[src/rtl/alu_op_sequencer.sv]
// ALU-control stage: decodes ALUOp/ALUSrc/instruction into an ALU selection code
// and sequences multi-cycle multiply/divide with stall, start/abort and done handshakes.
module alu_op_sequencer #(
  parameter int                 SEL_W      = 6,
  parameter logic [SEL_W-1:0]   MUL_CODE   = SEL_W'(6'h18),
  parameter logic [SEL_W-1:0]   DIV_CODE   = SEL_W'(6'h1A),
  parameter int                 MUL_CYCLES = 4,
  parameter int                 DIV_CYCLES = 32
) (
  input  logic             clk,
  input  logic             rst,
  input  logic             issue,
  input  logic [1:0]       alu_op,
  input  logic             alu_src,
  input  logic [31:0]      instruction,
  input  logic             flush,
  output logic [SEL_W-1:0] selection,
  output logic             sel_valid,
  output logic             stall,
  output logic             mdu_start,
  output logic             mdu_div,
  output logic             mdu_abort,
  output logic             done,
  output logic             illegal
);

  localparam int MAX_CYC = (MUL_CYCLES > DIV_CYCLES) ? MUL_CYCLES : DIV_CYCLES;
  localparam int CNT_W   = $clog2(MAX_CYC) + 1;

  localparam logic [SEL_W-1:0] ADD_CODE = SEL_W'(6'h20);
  localparam logic [SEL_W-1:0] SUB_CODE = SEL_W'(6'h22);
  localparam logic [CNT_W-1:0] MUL_LOAD = CNT_W'(MUL_CYCLES - 1);
  localparam logic [CNT_W-1:0] DIV_LOAD = CNT_W'(DIV_CYCLES - 1);

  typedef enum logic {IDLE, BUSY} state_t;

  state_t           state_q, state_d;
  logic [CNT_W-1:0] cnt_q, cnt_d;
  logic [SEL_W-1:0] selection_q, selection_d;
  logic             sel_valid_q, sel_valid_d;
  logic             mdu_start_q, mdu_start_d;
  logic             mdu_div_q, mdu_div_d;
  logic             mdu_abort_q, mdu_abort_d;
  logic             done_q, done_d;
  logic             illegal_q, illegal_d;

  logic [SEL_W-1:0] funct, opcode, dec_sel;
  logic             is_illegal, is_multi, is_div;
  logic             unused_instr;

  always_comb begin
    funct        = instruction[SEL_W-1:0];
    opcode       = instruction[31:32-SEL_W];
    unused_instr = ^instruction;

    case (alu_op)
      2'b00:   dec_sel = ADD_CODE;
      2'b01:   dec_sel = SUB_CODE;
      2'b10:   dec_sel = alu_src ? opcode : funct;
      default: dec_sel = selection_q;
    endcase

    is_illegal = (alu_op == 2'b11);
    is_div     = (funct == DIV_CODE);
    is_multi   = (alu_op == 2'b10) && !alu_src && ((funct == MUL_CODE) || is_div);
  end

  always_comb begin
    state_d     = state_q;
    cnt_d       = cnt_q;
    selection_d = selection_q;
    mdu_div_d   = mdu_div_q;
    sel_valid_d = 1'b0;
    mdu_start_d = 1'b0;
    mdu_abort_d = 1'b0;
    done_d      = 1'b0;
    illegal_d   = 1'b0;

    case (state_q)
      IDLE: begin
        if (issue && !flush) begin
          if (is_illegal) begin
            illegal_d = 1'b1;
          end else if (is_multi) begin
            selection_d = dec_sel;
            mdu_start_d = 1'b1;
            mdu_div_d   = is_div;
            cnt_d       = is_div ? DIV_LOAD : MUL_LOAD;
            state_d     = BUSY;
          end else begin
            selection_d = dec_sel;
            sel_valid_d = 1'b1;
          end
        end
      end
      BUSY: begin
        // flush outranks completion even on the final count
        if (flush) begin
          state_d     = IDLE;
          cnt_d       = '0;
          mdu_abort_d = 1'b1;
        end else if (cnt_q == '0) begin
          state_d     = IDLE;
          done_d      = 1'b1;
          sel_valid_d = 1'b1;
        end else begin
          cnt_d = cnt_q - 1'b1;
        end
      end
      default: state_d = IDLE;
    endcase
  end

  always_ff @(posedge clk) begin
    if (rst) begin
      state_q     <= IDLE;
      cnt_q       <= '0;
      selection_q <= '0;
      sel_valid_q <= 1'b0;
      mdu_start_q <= 1'b0;
      mdu_div_q   <= 1'b0;
      mdu_abort_q <= 1'b0;
      done_q      <= 1'b0;
      illegal_q   <= 1'b0;
    end else begin
      state_q     <= state_d;
      cnt_q       <= cnt_d;
      selection_q <= selection_d;
      sel_valid_q <= sel_valid_d;
      mdu_start_q <= mdu_start_d;
      mdu_div_q   <= mdu_div_d;
      mdu_abort_q <= mdu_abort_d;
      done_q      <= done_d;
      illegal_q   <= illegal_d;
    end
  end

  always_comb begin
    selection = selection_q;
    sel_valid = sel_valid_q;
    stall     = (state_q == BUSY);
    mdu_start = mdu_start_q;
    mdu_div   = mdu_div_q;
    mdu_abort = mdu_abort_q;
    done      = done_q;
    illegal   = illegal_q;
  end

endmodule

[config.mk]
export PLATFORM = sky130hd
export DESIGN_NAME = alu_op_sequencer
export DESIGN_NICKNAME = d
export VERILOG_FILES = /design/src/rtl/alu_op_sequencer.sv
export SDC_FILE = /design/constraint.sdc
export NUM_CORES = 1
export LEC_CHECK = 0
export ABC_AREA = 1
export ABC_CLOCK_PERIOD_IN_PS = 3400
export CAP_MARGIN = 20
export CORE_ASPECT_RATIO = 1.4
export CORE_MARGIN = 2
export CORE_UTILIZATION = 44
export DETAILED_ROUTE_END_ITERATION = 12
export GPL_ROUTABILITY_DRIVEN = 0
export HOLD_SLACK_MARGIN = 0.1
export PLACE_DENSITY_LB_ADDON = 0.12
export RECOVER_POWER = 25
export SYNTH_ARGS = -nofsm -noshare
export SYNTH_HDL_FRONTEND = slang
export SYNTH_SLANG_ARGS = --single-unit
[constraint.sdc]
create_clock -name clk -period 3.4 [get_ports clk]
set_input_delay 0.85 -clock clk [delete_from_list [all_inputs] [get_ports clk]]
set_output_delay 0.85 -clock clk [all_outputs]
set_load 0.01 [all_outputs]
Word level (Yosys, flattened, before mapping)
Cells that the tools add are included.
- flip-flop bits (word level): 19
- bits in latches: 0
- memory bits (writable): 0
- bits in read-only memories: 0
- input port bits: 39
- word-level logic and storage cells: 60
- memories: 0
- $add $sub $neg: 1
- multiply operators: 0
- divide/modulo/power cells: 0
- order comparisons: 0
- equal/unequal tests: 9
- shift operators: 0
- mux-type cells: 23
- bitwise gates (word level): 3
- reduce and logical (&&, ||, !) cells: 15
- operators by type and width (operator ; count):
    6-bit 2-to-1 mux ; 6
    6-bit case mux with 3 select lines ; 1
    6-bit by 5-bit == test with 1-bit output, second input constant ; 2
    1-bit 2-to-1 mux ; 12
    6-bit case mux with 2 select lines ; 1
    4-bit AND reduction ; 3
    6-bit zero test ; 1
    2-bit inequality test, second input constant ; 3
    6-bit by 1-bit subtractor with 6-bit output, second input constant ; 1
    5-bit 2-to-1 mux ; 1
    2-bit == test, second input constant ; 2
    1-bit case mux with 2 select lines ; 2
    2-bit OR reduction ; 2
    1-bit logical AND ; 3
    3-bit inequality test, second input constant ; 1
    1-bit inverter ; 3
    3-bit nonzero test ; 1
    3-bit OR reduction ; 1
    2-bit by 1-bit == test with 1-bit output, second input constant ; 1
    1-bit zero test ; 2
    2-bit zero test ; 1
    1-bit logical OR ; 1

Longest topological paths before layout
- word-level depth: 7
- mapped depth: 9
- mapped depth without buffers: 9

Worst setup path before layout
No wires, ideal clock.
- kind: in2reg
- from: input port alu_op[0]
- to: register cnt_q[0]
- arrival: 1.692 ns
- required time: 3.285 ns
- setup slack: 1.593 ns
- stages: 8
- path buffers: 1
- cells stage by stage: inv_1 ha_1 nand3_1 nor2_2 nand2_2 buf_6 a21oi_1 nor2_1
- word-level cells in the longest chain between the ends: 5
- ends and longest elaborated chain (item ; line ; RTL):
    from (decl) ; 13 ; input logic [1:0] alu_op,
    2-bit == test ; 65 ; is_multi = (alu_op == 2'b10) && !alu_src && ((funct == MUL_CODE) || is_div);
    1-bit logical AND (2 in a row) ; 65 ;
    2-bit inequality test (no source line) ; - ;
    4-bit AND reduction (no source line) * ; - ;
    to (signal assigned) ; 127 ; cnt_q <= cnt_d;
    to (decl) ; 38 ; logic [CNT_W-1:0] cnt_q, cnt_d;
Mark *: on every way between the ends. The rest lies on a longest branch, timed or not.
A chain may end at the register's enable or synchronous reset.

Worst setup path after layout
- from: input port alu_op[0]
- to: register cnt_q[4]
The elaborated chain is that of the path after synthesis.

==> impl_metrics.toml <==
[floorplanning]
dieWidth_um = 46.4
initial_utilization_pct = 46.4
coreArea_sq_um = 2390
io_pins = 52
die_h_um = 63.4
rows = 21
dieArea_sq_um = 2950

[sta]
skew_ps = 5.17
worst_slack_ps = 1010
hold_slack_ps = 472
final_hold_viol_count = 0
setup_viol = 0
worst_pin_slew_ps = 391
setup_tns_ps = 0
fin_crit_sh_pct = 70.2
slew_violations = 0
fin_crit_ps = 2390
fmax_mhz = 419
max-slew-margin-rel_pct = 73.9
rsz0062_at_grt = "false"

[yosys]
seq_area_frac_synth_pct = 34.3
synth_simple_gate_area_share_pct = 36.6
synth_cell_types = 21
synth_async_sr_flop_share_pct = 0
synth_top_family_by_area = "simple AND/OR/NAND/NOR gates"
ys_warn_count = 0
synth.top_cell.area_share_pct = 34.3
synth_area_leaders = "dfxtp_1 (34%), nand2_1 (10%), nor2_1 (7.8%), nand3_1 (7.2%), inv_1 (7.1%)"
syn_inst = 162
synthMuxAreaShare_pct = 0
synth_fp_nets = 207
ys_seq_elements = 19
synth_compound_area_share_pct = 12.1
synth-adder-area-share_pct = 6.76
synth.avg_cell_area_sq_um = 6.85
yosys_most_used_dff = "dfxtp_1"
synth_xor_xnor_area_share_pct = 0.789
syn_area_sq_um = 1110
yosysTopAreaCell = "dfxtp_1"
synth_edf_count = 0

[outcome]
status = "finished, final reports clean"

[setup_path]
startpoint_type = "input pin"
reg2reg_slack_ps = 1950
critPathCaptureType = "register"
cp_data_required_time_ps = 3600
criticalPathCategory = "in -> reg"
cp_max_fo = 13
worstPathArrival_ps = 2590

[cells_and_area]
area_delta_synth_final_pct = 30.9
layout_common_cells = "nand2_1 (31), clkdlybuf4s50_1 (26), nor2_1 (24)"
fill_cells = 233
fin_nets = 241
fin_cells = 229
n_antenna_cell = 0
drive_gt1_share_pct = 6.15
mostFrequentLayoutCell = "nand2_1"

[detailed_routing]
drtIter0Drc = 31
vias_per_cell = 5.07
drtAntennaViolNets = 0
wl_um = 2530
drc = 0
wl_per_cell_um = 11.0
vias = 1161
first_pass_iters = 4

[power]
p_per_area_nw_per_um2 = 277
p_leak_nw = 0.652
ir_drop_uv = 218

[global_routing]
grt_pass1_wl_um = 4440
antenna_found_initial = 0
overflow = 0
grt_max_degree = 14
grt_pass1_vias = 1135
track_usage_pct = 20.1

[cts]
clock_sinks = 19
cts_resized = 0
ctsHoldBuffers = 0
numCtsBuffers = 3
clk_pin_slew_ps = 100
cts_tree = "built"
root_buffer = "clkbuf_4"
clock_latency_ps = 300
post_cts_buffers = 0
cts_htree_levels = 1
ctsLongestPathBuffers = 2

[hold_path]
hold_path_class = "reg -> reg"

[run]
drv_cap = 0

[placement]
portBuffers = 31
dp.cells = 225
dpl.hpwl_um = 2060
dp_slack_ps = 843
==> kinds of logic (layout without fill, tap and decap cells) <==
kind of cell               Yosys count  count (layout)
AOI/OAI and AO/OA                   26              26
and+or+nand+nor                     86              86
adders and majority gates            6               6
DFF                                 19              19
xor gates and xnor gates             1               1
buffers and inverters               24              57
==> area by class of cell <==
class / count / area, sq um / area share, %
clock buffer: 4 / 26.3 / 1.81
timing repair buffer: 31 / 310 / 21.4
multi-input combinational: 119 / 611 / 42.0
tap: 34 / 42.5 / 2.93
sequential: 19 / 380 / 26.2
inverter: 22 / 82.6 / 5.68
==> routing by layer <==
metal / GRT usage [%] / vias up / wire [um]
li1: - / 591 / -
met1: 21.1 / 527 / 988
met4: 9.29 / 0 / 59
met3: 3.15 / 7 / 112
met2: 36.1 / 36 / 1370
met5: 0 / - / 0
==> worst max-delay path, stage by stage <==
cell	delay, ps
dlygate4sd3_1	600
inv_1	80
ha_1	210
nand3_1	110
nor2_1	180
nand2_2	200
nand2_1	150
inv_1	60
nor2_1	100
nor2_1	40
==> sequential cells by signal, summed over array words and instances, names as in the netlist <==
| name | count |
|---|---|
| cnt_q | 6 |
| selection | 6 |
| done | 1 |
| illegal | 1 |
| mdu_abort | 1 |
| mdu_div | 1 |
| mdu_start | 1 |
| sel_valid | 1 |
| stall | 1 |
==> cell usage after synthesis, types with 2 or more instances <==
cell	instances
nor2_1	23
nand2_2	3
a21oi_1	12
ha_1	6
dfxtp_1	19
nor2_2	4
inv_1	21
nand2_1	31
nand3_1	16
o21ai_0	12
buf_6	2
nor3_4	2
nand4_1	3
==> power breakdown <==
group,switching [mW],internal [mW],total [mW]
Combinational,0.0311,0.0329,0.0640
Sequential,0.00140,0.226,0.227
Clock,0.0661,0.0457,0.112
Total,0.0986,0.304,0.403
==> per-stage QoR <==
stage / area, sq um / utilization [%] / total power [mW]
final: 1450 / 60.8 / 0.403
after global routing: 1450 / 60.8 / 0.428
after CTS: 1470 / 61.3 / 0.408
after detailed placement: 1440 / 60.2 / 0.298
after global placement: 1440 / 60.2 / 0.297
after floorplan: 1110 / - / 0.262
==> final timing paths <==
path                 from      endpoint  cells after the start
max             alu_op[0]      cnt_q[4]                     10
min reg2reg  selection[1]  selection[1]                      2
max reg2reg      cnt_q[0]      cnt_q[4]                      8
min          selection[1]  selection[1]                      2
No activity file was read; power rests on OpenSTA's default activity.
